--- src/rtl/mdu_iterative.sv ---
// mdu_iterative: iterative RV32M/RV64M multiply/divide unit.
//   One radix-2 datapath (shift-add multiply / restoring divide) shared by all
//   ops. Operands are converted to magnitudes on accept. Signs are re-applied
//   in FIX.
//   FSM: IDLE -> CALC (XLEN cycles) -> FIX (1 cycle) -> DONE (hold until taken).
//
// Ports:
//   clk, rst          clock, synchronous active-high reset
//   start_valid/ready request handshake (ready only in IDLE)
//   op                one-hot: MUL MULH MULHSU MULHU DIV DIVU REM REMU
//   rs1, rs2, tag_in  operands and destination tag
//   flush             kill in-flight op / pending result, back to IDLE
//   result_valid/ready, result, tag_out   response handshake and payload
//   busy              FSM not in IDLE
//
// Optional build macro: MDU_EARLY_OUT_EN
//   When defined, divide-by-zero, signed-overflow divides and multiplies with a
//   zero operand skip CALC and go straight from IDLE to FIX (latency 2).
module mdu_iterative #(
  parameter int XLEN = 32,
  parameter int TAGW = 5
) (
  input  logic            clk,
  input  logic            rst,
  input  logic            start_valid,
  output logic            start_ready,
  input  logic [7:0]      op,
  input  logic [XLEN-1:0] rs1,
  input  logic [XLEN-1:0] rs2,
  input  logic [TAGW-1:0] tag_in,
  input  logic            flush,
  output logic            result_valid,
  input  logic            result_ready,
  output logic [XLEN-1:0] result,
  output logic [TAGW-1:0] tag_out,
  output logic            busy
);

  localparam logic [1:0] S_IDLE = 2'd0;
  localparam logic [1:0] S_CALC = 2'd1;
  localparam logic [1:0] S_FIX  = 2'd2;
  localparam logic [1:0] S_DONE = 2'd3;

  localparam int CW = $clog2(XLEN);
  localparam int PW = 2 * XLEN;

  logic [1:0]      state_q, state_d;
  logic [CW-1:0]   cnt_q, cnt_d;
  logic [7:0]      op_q, op_d;
  logic [TAGW-1:0] tag_q, tag_d;
  logic [XLEN-1:0] mcand_q, mcand_d;   // multiplicand (mul) or divisor (div)
  logic [PW-1:0]   prod_q, prod_d;     // mul: {hi,lo} accumulator; div: {rem, quo}
  logic            negp_q, negp_d;     // negate product / quotient
  logic            negr_q, negr_d;     // negate remainder
  logic            div0_q, div0_d;
  logic            illegal_q, illegal_d;
  logic [XLEN-1:0] result_q, result_d;
  logic [TAGW-1:0] tag_out_q, tag_out_d;

  // ---------------- request decode ----------------
  logic            legal_in, is_mul_in, sgn_a, sgn_b, neg_a, neg_b, div0_in;
  logic [XLEN-1:0] abs_a, abs_b;

  assign legal_in  = (op != 8'd0) && ((op & (op - 8'd1)) == 8'd0);
  assign is_mul_in = |op[3:0];
  assign sgn_a     = op[1] | op[2] | op[4] | op[6];
  assign sgn_b     = op[1] | op[4] | op[6];
  assign neg_a     = sgn_a & rs1[XLEN-1];
  assign neg_b     = sgn_b & rs2[XLEN-1];
  assign abs_a     = neg_a ? -rs1 : rs1;
  assign abs_b     = neg_b ? -rs2 : rs2;
  assign div0_in   = (rs2 == '0);

  logic          early_in;
  logic [PW-1:0] early_prod;
`ifdef MDU_EARLY_OUT_EN
  logic ovf_in, mzero_in;
  assign ovf_in   = (op[4] | op[6]) && (rs1 == {1'b1, {(XLEN-1){1'b0}}}) && (rs2 == '1);
  assign mzero_in = is_mul_in && ((rs1 == '0) || div0_in);
  assign early_in = legal_in && ((!is_mul_in && div0_in) || ovf_in || mzero_in);
  // Preload the final magnitudes so FIX produces the architectural answer:
  // div0 -> {rem=|a|, quo=ones}; overflow -> {rem=0, quo=|a|}; mul zero -> 0.
  always_comb begin
    early_prod = '0;
    if (!is_mul_in && div0_in) early_prod = {abs_a, {XLEN{1'b1}}};
    else if (ovf_in)           early_prod = {{XLEN{1'b0}}, abs_a};
  end
`else
  assign early_in   = 1'b0;
  assign early_prod = '0;
`endif

  // ---------------- shared adder ----------------
  // mul: {carry,hi} = hi + (lsb ? mcand : 0)
  // div: {rem,next dividend bit} - divisor, sign bit gives the borrow
  logic            is_mul_q;
  logic [XLEN:0]   div_tmp;
  logic [XLEN+1:0] add_a, add_b, sum;
  logic            cin, ge;

  assign is_mul_q = |op_q[3:0];
  assign div_tmp  = {prod_q[PW-1:XLEN], prod_q[XLEN-1]};
  assign add_a    = is_mul_q ? {2'b00, prod_q[PW-1:XLEN]} : {1'b0, div_tmp};
  assign add_b    = is_mul_q ? (prod_q[0] ? {2'b00, mcand_q} : '0) : ~{2'b00, mcand_q};
  assign cin      = !is_mul_q;
  assign sum      = add_a + add_b + {{(XLEN+1){1'b0}}, cin};
  assign ge       = !sum[XLEN+1];

  // ---------------- FIX result select ----------------
  logic [PW-1:0]   full;
  logic [XLEN-1:0] quo_v, rem_v, fix_res;

  assign full  = negp_q ? -prod_q : prod_q;
  assign quo_v = div0_q ? {XLEN{1'b1}}
               : (negp_q ? -prod_q[XLEN-1:0] : prod_q[XLEN-1:0]);
  assign rem_v = negr_q ? -prod_q[PW-1:XLEN] : prod_q[PW-1:XLEN];

  always_comb begin
    fix_res = '0;
    if (illegal_q)                     fix_res = '0;
    else if (op_q[0])                  fix_res = full[XLEN-1:0];
    else if (|op_q[3:1])               fix_res = full[PW-1:XLEN];
    else if (op_q[4] | op_q[5])        fix_res = quo_v;
    else if (op_q[6] | op_q[7])        fix_res = rem_v;
  end

  // ---------------- next state ----------------
  always_comb begin
    state_d   = state_q;
    cnt_d     = cnt_q;
    op_d      = op_q;
    tag_d     = tag_q;
    mcand_d   = mcand_q;
    prod_d    = prod_q;
    negp_d    = negp_q;
    negr_d    = negr_q;
    div0_d    = div0_q;
    illegal_d = illegal_q;
    result_d  = result_q;
    tag_out_d = tag_out_q;

    if (flush) begin
      state_d = S_IDLE;
    end else begin
      case (state_q)
        S_IDLE: if (start_valid) begin
          op_d      = op;
          tag_d     = tag_in;
          cnt_d     = '0;
          illegal_d = !legal_in;
          div0_d    = !is_mul_in && div0_in;
          negp_d    = neg_a ^ neg_b;
          negr_d    = neg_a;
          mcand_d   = is_mul_in ? abs_a : abs_b;
          prod_d    = {{XLEN{1'b0}}, (is_mul_in ? abs_b : abs_a)};
          state_d   = S_CALC;
          if (early_in) begin
            prod_d  = early_prod;
            state_d = S_FIX;
          end
        end
        S_CALC: begin
          if (is_mul_q)
            prod_d = {sum[XLEN:0], prod_q[XLEN-1:1]};
          else
            prod_d = {(ge ? sum[XLEN-1:0] : div_tmp[XLEN-1:0]), prod_q[XLEN-2:0], ge};
          cnt_d = cnt_q + 1'b1;
          if (cnt_q == CW'(XLEN-1)) state_d = S_FIX;
        end
        S_FIX: begin
          result_d  = fix_res;
          tag_out_d = tag_q;
          state_d   = S_DONE;
        end
        default: if (result_ready) state_d = S_IDLE;
      endcase
    end
  end

  always_ff @(posedge clk) begin
    if (rst) begin
      state_q   <= S_IDLE;
      cnt_q     <= '0;
      op_q      <= '0;
      tag_q     <= '0;
      mcand_q   <= '0;
      prod_q    <= '0;
      negp_q    <= 1'b0;
      negr_q    <= 1'b0;
      div0_q    <= 1'b0;
      illegal_q <= 1'b0;
      result_q  <= '0;
      tag_out_q <= '0;
    end else begin
      state_q   <= state_d;
      cnt_q     <= cnt_d;
      op_q      <= op_d;
      tag_q     <= tag_d;
      mcand_q   <= mcand_d;
      prod_q    <= prod_d;
      negp_q    <= negp_d;
      negr_q    <= negr_d;
      div0_q    <= div0_d;
      illegal_q <= illegal_d;
      result_q  <= result_d;
      tag_out_q <= tag_out_d;
    end
  end

  assign start_ready  = (state_q == S_IDLE);
  assign result_valid = (state_q == S_DONE);
  assign busy         = (state_q != S_IDLE);
  assign result       = result_q;
  assign tag_out      = tag_out_q;

endmodule
--- config.mk ---
export PLATFORM = sky130hd
export DESIGN_NAME = mdu_iterative
export DESIGN_NICKNAME = d
export VERILOG_FILES = /design/src/rtl/mdu_iterative.sv
export SDC_FILE = /design/constraint.sdc
export NUM_CORES = 1
export LEC_CHECK = 0
export CORE_AREA = 2 2 226 184
export CTS_CLUSTER_DIAMETER = 30
export DETAILED_ROUTE_END_ITERATION = 6
export DIE_AREA = 0 0 228 186
export PLACE_DENSITY = 0.56
export RECOVER_POWER = 100
export SETUP_SLACK_MARGIN = 0.1
export SKIP_CTS_REPAIR_TIMING = 1
export SLEW_MARGIN = 20
export SYNTH_ARGS = -nofsm -noshare
export SYNTH_HDL_FRONTEND = slang
export SYNTH_SLANG_ARGS = --single-unit
--- constraint.sdc ---
create_clock -name clk -period 4.75 [get_ports clk]
set_input_delay 1.1875 -clock clk [delete_from_list [all_inputs] [get_ports clk]]
set_output_delay 1.1875 -clock clk [all_outputs]
set_load 0.05 [all_outputs]
==> impl_results.md <==
* Setup TNS at 0 ns
* Synth Flop Type: dfxtp_1
* PnR worst setup slack at slightly below 0.4 ns
* Routability Congestion at slightly above 0.9
* Area of the multi-input gates at 9917 sq um
* Slew headroom at -0.3856
* Starting Density at 0.3466
* Syn avg cell area at 6.720 sq um
* Count leader, synth: nand2_1
* CP Launch Type: flop
* Antenna-violating nets left at 0
* Clk_lat worst skew at roughly 0.46 ns
* Worst EP arrival at 4.75 ns
* Dpl hpwl at approximately 42 mm
* Number of I/O pins at between 100 and 150
* Non-Filler Instances at about 2600
* Simple-gate share of the synthesized area at 0.2708
* Post-Route WL at approximately 55 mm
* Placed Instance Area at around 16000 sq um
* Failing checks: DRC, capacitance limit, slew limit
* Clock slew at reported path FFs at roughly 0.070 ns
* CP Max Fanout at 66
* Hold Crit Start: result[7]$_SDFFE_PP0P_
* Share of synthesized registers carrying an async set or reset at 0
* Mux share of post-synthesis cell area at 0.006656
* Layout cells sized above 1 at 0.05479
* Worst slew pin tran at a little over 2 ns
* Worst Setup End Kind: flop
* Cell Pwr Density at approximately 270 nW/um^2
* Fin. Hold Viols at 0
* Hold path depth at 2
* R2r startpoint: op_q[1]$_SDFFE_PP0P_
* Die height at between 150 and 200 microns
* GRT Util Overall at 0.2527
* Sink Count at approximately 160
* Post-synthesis adder-cell area fraction at 0.04138
* Vias in the first global route at roughly 14000
* Clock tree buffer depth at 2
* Pin count of the biggest net entering global routing at 90
* H-Tree Depth at 4
* Via-to-Cell Ratio at between 5 and 6
* Reg2Reg Depth at 14
* Compound-Gate Fraction of Synth Area at 0.2886
* DP Cell Count at between 2000 and 3000
* Routed vias at 15368
* Filler Cell Count at ~4300
* CTS Root Cell: clkbuf_16
* Core ar. at 40130 sq um
* Leak at slightly above 6 nW
* Synth Cell Area at 13910 sq um
* Post-synth EDFFs at 0
* Pre-CTS setup slack at 0.5027 ns
* Synthesized flop and latch total at between 150 and 200
* Yosys top cell area share at 0.2260
* Post-Synth XOR/XNOR Area at 0.1058
* CTS tree: done
* Maxcap violations at 1
* Die W at 228 microns
* Peak supply drop at between 200 and 300 uV
* Inserted Clock Buffers at 17
* RSZ-0062 raised after global routing: false
* WHS Endpoint: result[7]$_SDFFE_PP0P_
* Final Slew Violations at 40
* Post-synthesis instance total at 2070
* FF-to-FF End: prod_q[35]$_SDFFE_PP0P_
* Synth unique cells at 78
* Setup Skew at ~0.014 ns
* Iter 0 DRT Violations at ~1800
* Mapped Nets at about 2200
* Setup-failing EPs final at 0
* Yosys warns at 0
* Inserted Diodes at 0
* Area leader, netlist: dfxtp_1
* Remaining global-route overflow at 0
* Main combinational cell family by area after synthesis: compound AO/OA/AOI/OAI gates
* DR WL/cell at ~21 microns
* Drc violations at 3
* Leading cell types by count after synthesis: 436 x nand2_1, 184 x nor2_1, 179 x o21ai_0
* Worst reg2reg setup slack at ~0.39 ns
* Drt first pass iters at 7
* Crit share post-route at 0.9175
* Row count at between 60 and 70
* Synth area leaders: dfxtp_1 23%, nand2_1 12%, o21ai_0 6.4%, a21oi_1 5.4%, xnor2_1 5.4%
* Antenna violations before repair at 0
* Reg area at ~3100 sq um
* Outcome: complete, but fails checks
* Fin crit period at around 4.4 ns
* Nets at around 2200
* Buffers on Ports at roughly 120
* WP data required at approximately 5.1 ns
* Hold/Removal Path Class: flop to flop
* Final instance area at approximately 16000 sq um
* Syn-to-layout area delta at 15.76%
* Die area at between 40000 and 50000 sq um
* Crit path kind: flop to flop
* Global-route wire length before repair at 83.11 mm
* Post-synthesis sequential area ratio at 0.2260
* Maximum clock frequency at between 200 and 250 MHz
## metal layers
layer | global-route usage | vias up | wire length [microns]
li1 | - | 7407 | -
met1 | 0.3776 | 7235 | 26600
met2 | 0.3712 | 651 | 22900
met3 | 0.03447 | 75 | 3997
met4 | 0.07843 | 0 | 1533
met5 | 0 | - | 0
## report_power, final
group	total [mW]	internal, mW	switching (mW)
clock network	1.40	0.767	0.629
registers	1.47	1.37	0.0945
logic	1.55	0.525	1.02
total	4.41	2.66	1.74
## worst max-delay path: stages, from the launching register on
cell	delay [ns]
dfxtp_1	0.32
or3_1	0.43
nor2_4	0.19
inv_2	0.21
buf_12	0.26
o21ai_0	0.48
ha_1	0.39
nand4_1	0.17
nor4b_1	0.66
o211a_1	0.29
or3_1	0.13
buf_4	0.23
nor2_1	0.05
or3_1	0.31
a21oi_1	0.14
## kinds of logic (layout without fill, tap and decap cells)
kind of cell,after synthesis,after routing
multiplexers,9,9
XOR/XNOR,168,168
buffers and inverters,215,244
flip-flops,157,157
AO/OA/AOI/OAI,620,620
adder cells (fa/ha/maj),45,45
AND/OR/NAND/NOR,856,856
## through the flow
step / hold WS, ns / power [mW] / util
3_5_place_dp: 0.4287 / 3.015 / 0.3890
2_1_floorplan: 0.4322 / 2.470 / -
3_3_place_gp: 0.4267 / 3.017 / 0.3889
6_report: 0.4315 / 4.409 / 0.4012
4_1_cts: 0.4377 / 4.407 / 0.4033
5_1_grt: 0.4609 / 4.620 / 0.4012
## state kept, by name, indices dropped and copies added (netlist names)
name and count:
cnt_q 5, div0_q 1, illegal_q 1, mcand_q 32, negp_q 1, negr_q 1, op_q 8, prod_q 64
result 32, state_q 2, tag_out 5, tag_q 5
## cells in the final DEF, fill, tap and decap left out, types with 32 or more instances in the layout
cell type,instances
ha_1,41
o21ai_0,180
xnor2_1,85
buf_4,47
nand2_1,436
dfxtp_1,156
a21oi_1,150
clkdlybuf4s50_1,76
a211oi_1,49
inv_1,32
dlygate4sd3_1,44
nor3_1,61
o31ai_1,32
nor2_1,178
xor2_1,83
## worst max-delay path by stage
stage / startpoint / endpoint / slack, ns / depth (start not counted)
2_1_floorplan: op_q[1]$_SDFFE_PP0P_ / prod_q[53]$_SDFFE_PP0P_ / 0.10 / 18
3_3_place_gp: op_q[1]$_SDFFE_PP0P_ / prod_q[35]$_SDFFE_PP0P_ / 0.50 / 16
3_5_place_dp: op_q[1]$_SDFFE_PP0P_ / prod_q[35]$_SDFFE_PP0P_ / 0.50 / 16
4_1_cts: op_q[1]$_SDFFE_PP0P_ / prod_q[35]$_SDFFE_PP0P_ / 0.48 / 16
5_1_grt: op_q[1]$_SDFFE_PP0P_ / prod_q[51]$_SDFFE_PP0P_ / 0.07 / 15
6_report: op_q[1]$_SDFFE_PP0P_ / prod_q[35]$_SDFFE_PP0P_ / 0.39 / 14
## final cells by class
| class | count | area share |
|---|---|---|
| clock buffers | 20 | 0.02898 |
| repair buffers | 181 | 0.1032 |
| multi-input cells | 1698 | 0.6159 |
| well taps | 544 | 0.04227 |
| clock inverters | 10 | 0.006683 |
| inverters | 33 | 0.007693 |
| flip-flops and latches | 157 | 0.1953 |
Power figures use the tool's default switching activity.
